**config.mk**
```make
export PLATFORM = sky130hd
export DESIGN_NAME = ifetch_queue
export DESIGN_NICKNAME = d
export VERILOG_FILES = /design/src/rtl/cpu_pkg.sv /design/src/rtl/fetch_fifo.sv /design/src/rtl/ifetch_queue.sv
export SDC_FILE = /design/constraint.sdc
export NUM_CORES = 1
export LEC_CHECK = 0
export BUFFER_PORTS_ARGS = -buffer_cell sky130_fd_sc_hd__buf_2
export CAP_MARGIN = 0
export CORE_UTILIZATION = 32
export DETAILED_ROUTE_END_ITERATION = 10
export GPL_TIMING_DRIVEN = 0
export SLEW_MARGIN = 20
export SYNTH_ARGS = -nofsm -noshare
export SYNTH_HDL_FRONTEND = slang
export SYNTH_HIERARCHICAL = 1
export SYNTH_SLANG_ARGS = --single-unit
```
**constraint.sdc**
```tcl
create_clock -name clk -period 7.8 [get_ports clk]
set_input_delay 1.56 -clock clk [delete_from_list [all_inputs] [get_ports clk]]
set_output_delay 1.56 -clock clk [all_outputs]
set_load 0.02 [all_outputs]
```
**src/rtl/cpu_pkg.sv**
```systemverilog
// Shared CPU front-end types and widths.
package cpu_pkg;

  localparam int unsigned XLEN    = 32;
  localparam int unsigned INSTR_W = 32;

  localparam logic [XLEN-1:0] RESET_PC_DEFAULT = '0;

  // One prefetched instruction together with the address it was fetched from.
  typedef struct packed {
    logic [XLEN-1:0]    pc;
    logic [INSTR_W-1:0] instr;
  } fetch_entry_t;

endpackage

```
**src/rtl/fetch_fifo.sv**
```systemverilog
// Prefetch queue: synchronous FIFO of fetch entries with flush and a registered head.
module fetch_fifo
  import cpu_pkg::*;
#(
  parameter int unsigned DEPTH = 4
) (
  input  logic                   clk,
  input  logic                   rst_n,
  input  logic                   flush,
  input  logic                   push,
  input  fetch_entry_t           push_data,
  input  logic                   pop,
  output fetch_entry_t           head,
  output logic [$clog2(DEPTH):0] count
);

  localparam int unsigned AW = $clog2(DEPTH);
  localparam int unsigned CW = AW + 1;

  fetch_entry_t   mem [DEPTH];
  logic [AW-1:0]  rd_ptr, wr_ptr, rd_next, wr_next;
  logic [CW-1:0]  count_q, count_next, eff_count;
  fetch_entry_t   head_q, head_next;
  logic           do_pop, do_push;

  // Pointer/count update; head tracks the entry that will be at the front after this edge.
  always_comb begin
    do_pop     = pop && (count_q != '0) && !flush;
    do_push    = push && !flush;
    eff_count  = flush ? '0 : (count_q - CW'(do_pop));
    count_next = eff_count + CW'(do_push);
    rd_next    = flush ? '0 : (rd_ptr + AW'(do_pop));
    wr_next    = flush ? '0 : (wr_ptr + AW'(do_push));
    head_next  = head_q;
    if (count_next != '0) begin
      head_next = (eff_count == '0) ? push_data : mem[rd_next];
    end
  end

  // Control state; head holds its last value once the queue empties.
  always_ff @(posedge clk or negedge rst_n) begin
    if (!rst_n) begin
      rd_ptr  <= '0;
      wr_ptr  <= '0;
      count_q <= '0;
      head_q  <= '0;
    end else begin
      rd_ptr  <= rd_next;
      wr_ptr  <= wr_next;
      count_q <= count_next;
      head_q  <= head_next;
    end
  end

  // Entry storage; contents are only meaningful between rd_ptr and wr_ptr.
  always_ff @(posedge clk) begin
    if (do_push) begin
      mem[wr_ptr] <= push_data;
    end
  end

  // Fetch throttling guarantees a slot for every response.
  always @(posedge clk) begin
    if (rst_n && do_push) begin
      assert (eff_count < CW'(DEPTH));
    end
  end

  assign head  = head_q;
  assign count = count_q;

endmodule

```
**src/rtl/ifetch_queue.sv**
```systemverilog
// Instruction fetch stage: PC generation, IMEM request issue, redirect handling, prefetch queue.
module ifetch_queue
  import cpu_pkg::*;
#(
  parameter int unsigned      DEPTH    = 4,
  parameter logic [XLEN-1:0]  RESET_PC = RESET_PC_DEFAULT
) (
  input  logic               clk,
  input  logic               reset,
  output logic               imem_req,
  output logic [XLEN-1:0]    imem_addr,
  input  logic [INSTR_W-1:0] imem_rdata,
  input  logic               redirect_valid,
  input  logic [XLEN-1:0]    redirect_pc,
  input  logic               halt,
  output logic               out_valid,
  output logic [INSTR_W-1:0] out_instr,
  output logic [XLEN-1:0]    out_pc,
  input  logic               out_ready,
  output logic               misalign_err
);

  localparam int unsigned CW = $clog2(DEPTH) + 1;

  logic [XLEN-1:0] fetch_pc, resp_pc;
  logic            inflight, drop, stall;
  logic [CW-1:0]   count, occupancy;
  logic [XLEN-1:0] target;
  logic            push, pop;
  fetch_entry_t    push_data, head;

  // Request gating, response enqueue and redirect target formation.
  always_comb begin
    occupancy       = count + CW'(inflight);
    imem_req        = reset && !stall && !halt && (occupancy < CW'(DEPTH));
    target          = {redirect_pc[XLEN-1:1], 1'b0};
    push            = inflight && !drop && !redirect_valid;
    pop             = out_valid && out_ready;
    push_data.pc    = resp_pc;
    push_data.instr = imem_rdata;
  end

  // Fetch PC, in-flight tracking and redirect/misalignment state.
  always_ff @(posedge clk or negedge reset) begin
    if (!reset) begin
      fetch_pc     <= RESET_PC;
      resp_pc      <= RESET_PC;
      inflight     <= 1'b0;
      drop         <= 1'b0;
      stall        <= 1'b0;
      misalign_err <= 1'b0;
    end else begin
      inflight <= imem_req;
      drop     <= redirect_valid && imem_req;
      if (imem_req) begin
        resp_pc <= fetch_pc;
      end
      if (redirect_valid) begin
        if (!target[1]) begin
          fetch_pc <= target;
          stall    <= 1'b0;
        end else begin
          stall        <= 1'b1;
          misalign_err <= 1'b1;
        end
      end else if (imem_req) begin
        fetch_pc <= fetch_pc + XLEN'(4);
      end
    end
  end

  fetch_fifo #(
    .DEPTH(DEPTH)
  ) u_fifo (
    .clk      (clk),
    .rst_n    (reset),
    .flush    (redirect_valid),
    .push     (push),
    .push_data(push_data),
    .pop      (pop),
    .head     (head),
    .count    (count)
  );

  assign imem_addr = fetch_pc;
  assign out_valid = (count != '0);
  assign out_instr = head.instr;
  assign out_pc    = head.pc;

endmodule

```
==> impl_metrics.env <==
export IMPL_status="completed"
export IMPL_fp_dieW_um=228.8
export IMPL_grt_max_degree=77
export IMPL_reg2reg_to="u_fifo/head[56]$_DFFE_PN0P_"
export IMPL_core_um2=50480
export IMPL_syn2layout_area_growth_pct=20.18
export IMPL_hpwlAfterDp_um=32440
export IMPL_synthCells=1343
export IMPL_synth_cell_type_count=56
export IMPL_min_to="misalign_err$_DFFE_PN0P_"
export IMPL_routedWlPerCell_um=21.25
export IMPL_tritoncts="done"
export IMPL_crit_required_ns=6.24
export IMPL_numPortBuffers=164
export IMPL_relSlewSlack=0.4675
export IMPL_min_from="misalign_err$_DFFE_PN0P_"
export IMPL_boundaryPins=168
export IMPL_synth_edf_count=256
export IMPL_cp_arrival_ns=3.34
export IMPL_synth_warnings=6
export IMPL_ctsResizeCount=0
export IMPL_powerDensity_nw_per_um2=283.0
export IMPL_synthTopCellsByCount="nand2_1 (296), edfxtp_1 (256), dfrtp_1 (135)"
export IMPL_routed_wl_um=48520
export IMPL_worstSetupEndpointType="output port"
export IMPL_finalMaxSlewViolations=0
export IMPL_ys_seq_elements=391
export IMPL_drtPass1Iterations=6
export IMPL_grt_ovfl_total=0
export IMPL_post_cts_setup_buffers=0
export IMPL_cts_sinks=391
export IMPL_crit_chain="buf_8, nor4b_1, mux2i_1, inv_1, clkbuf_1, buf_2"
export IMPL_clockBufferDepth=3
export IMPL_use_met3=0.03481
export IMPL_setup_violations_final=0
export IMPL_ant_nets=0
export IMPL_use_met1=0.2488
export IMPL_rows=82
export IMPL_r2r_slack_ns=4.12
export IMPL_critPathMaxStageDelay_ns=0.43
export IMPL_hp_class="reg2reg"
export IMPL_netlist_area_um2=16460
export IMPL_drtIter0Drc=1136
export IMPL_drive_above_1_share=0.1846
export IMPL_worst_pin_slew_ns=0.7988
export IMPL_crit_slowest_cell="clkbuf_1"
export IMPL_rsz0062_at_grt="false"
export IMPL_cp_start_kind="input port"
export IMPL_fin_ws_ns=2.901
export IMPL_path_class="in2out"
export IMPL_busiest_layer="met2"
export IMPL_startpoint="reset"
export IMPL_yosysMostFrequentCell="nand2_1"
export IMPL_htree_levels=2
export IMPL_worst_r2r_cell_count=13
export IMPL_insertion_delay_ns=0.55
export IMPL_syn_avg_cell_area_um2=12.26
export IMPL_critPathMaxFanout=62
export IMPL_die_h_um=228.8
export IMPL_viasPerCell=5.279
export IMPL_dp_slack_ns=2.539
export IMPL_hold_buffers=0
export IMPL_path_clk_slew_ns=0.06
export IMPL_root_buffer="clkbuf_16"
export IMPL_holdPathStages=1
export IMPL_period_minus_slack_ns=4.899
export IMPL_layout_nets=1653
export IMPL_track_usage=0.1830
export IMPL_worstReg2RegStart="u_fifo/count[2]$_DFF_PN0_"
export IMPL_ys_seq_area_frac=0.6721
export IMPL_skew_ns=0.02077
export IMPL_grt_use_met2=0.3018
export IMPL_grt_first_pass_wirelength_um=73580
export IMPL_min_period_over_period=0.6281
export IMPL_synthTopCellsByArea="edfxtp_1 (47%), dfrtp_1 (21%), nand2_1 (6.7%)"
export IMPL_synthFlopType="edfxtp_1"
export IMPL_ys_async_sr_fraction=0.3453
export IMPL_cts_inserted_buffers=41
export IMPL_synth_top_area_frac=0.4669
export IMPL_finalSetupTns_ns=0
export IMPL_start_util=0.3261
export IMPL_globalplace_congestion=0.8751
export IMPL_p_leak_nw=7.376
export IMPL_drc=0
export IMPL_dieArea_um2=52360
export IMPL_hold_violations=0
export IMPL_antenna_found_initial=1
export IMPL_max_freq_mhz=204.1
export IMPL_maxCapViolations=0
export IMPL_grt_pass1_vias=12080
export IMPL_yosys_area_top_type="edfxtp_1"
export IMPL_vias=12050
export IMPL_ir_drop_mv=0.1662
export IMPL_fillers=4899
## worst max-delay path, delay by kind of cell
kind	cells	cell delay, ns
multiplexers	1	0.16
AND/OR/NAND/NOR	1	0.29
buffers and inverters	4	1.26
## flip-flops by register name (all words and copies together) (netlist names)
| signal | cells |
|---|---|
| u_fifo/count | 3 |
| drop | 1 |
| inflight | 1 |
| u_fifo/head | 64 |
| u_fifo/rd_ptr | 2 |
| u_fifo/mem | 256 |
| imem_addr | 30 |
| resp_pc | 30 |
| misalign_err | 1 |
| u_fifo/wr_ptr | 2 |
| stall | 1 |
## cell families after synthesis
| logic type | Yosys count | share of synthesized area |
|---|---|---|
| other | 1 | 0.0002278 |
| buffers and inverters | 123 | 0.03534 |
| XOR/XNOR | 9 | 0.004788 |
| flip-flops | 391 | 0.6721 |
| AND/OR/NAND/NOR | 459 | 0.1275 |
| adder cells (fa/ha/maj) | 7 | 0.005320 |
| AO/OA/AOI/OAI | 345 | 0.1497 |
| multiplexers | 8 | 0.005016 |
## worst max-delay path by stage
stage | endpoint | cells past startpoint
2_1_floorplan | u_fifo/mem[0][0]$_DFFE_PP_ | 5
3_3_place_gp | u_fifo/mem[0][53]$_DFFE_PP_ | 6
3_5_place_dp | u_fifo/head[1]$_DFFE_PN0P_ | 13
4_1_cts | imem_req | 6
5_1_grt | imem_req | 6
6_report | imem_req | 6
## per-stage QoR
stage	cell area, µm²	power, mW	cells	util	hold slack, ns
floorplan	16500	3.234	1354	-	0.4958
global route	19780	5.828	2281	0.3919	0.5048
finish	19790	5.598	2283	0.3920	0.4589
global placement	18170	3.683	2190	0.3599	0.4425
CTS	19780	5.651	2281	0.3919	0.4598
detailed placement	18440	3.706	2206	0.3653	0.4420
## cell usage in the layout (no fill, tap or decap), types with 4 or more instances in the layout
| cell type | n |
|---|---|
| nor2b_1 | 66 |
| buf_6 | 12 |
| edfxtp_1 | 256 |
| inv_1 | 9 |
| and2_1 | 7 |
| o2bb2ai_1 | 4 |
| xnor2_1 | 7 |
| o31a_1 | 6 |
| nor4_1 | 12 |
| dfrtp_1 | 135 |
| o22ai_1 | 4 |
| a21oi_1 | 93 |
| a211oi_1 | 6 |
| ha_1 | 7 |
| o21ai_0 | 26 |
| nor2_1 | 27 |
| nor3_1 | 7 |
| clkbuf_16 | 43 |
| buf_4 | 11 |
| a2111oi_0 | 64 |
| buf_16 | 4 |
| clkbuf_8 | 8 |
| or3_1 | 6 |
| nand2_1 | 296 |
| clkinv_1 | 5 |
| a311o_1 | 64 |
| clkbuf_1 | 72 |
| conb_1 | 12 |
| and3_1 | 4 |
| buf_1 | 7 |
| a31oi_1 | 67 |
| buf_2 | 196 |
| mux2i_1 | 6 |
| nand4_1 | 6 |
| nand3_1 | 7 |
## report_power, final
| part | switching, mW | internal (mW) | total [mW] |
|---|---|---|---|
| Clock | 0.791 | 1.15 | 1.95 |
| Sequential | 0.242 | 2.49 | 2.74 |
| Combinational | 0.614 | 0.303 | 0.917 |
| Total | 1.65 | 3.95 | 5.60 |
## layer usage
metal / wire [µm] / up-vias
li1: - / 5506
met1: 20920 / 5990
met2: 22990 / 488
met3: 3758 / 69
met4: 851 / 0
met5: 0 / -
## cell type report
class                           instances  area, µm²  area share
Timing Repair Buffer                  180       1071     0.05413
Antenna cell                            2      5.005   0.0002530
Clock buffer                           64       1235     0.06242
Tap cell                              672      840.8     0.04250
Clock inverter                         11      107.6    0.005439
Multi-Input combinational cell        840       4878      0.2466
Buffer                                112      540.5     0.02732
Sequential cell                       391      11070      0.5593
Inverter                               11      41.29    0.002087
Note: power is estimated with default switching activity, not from simulation.
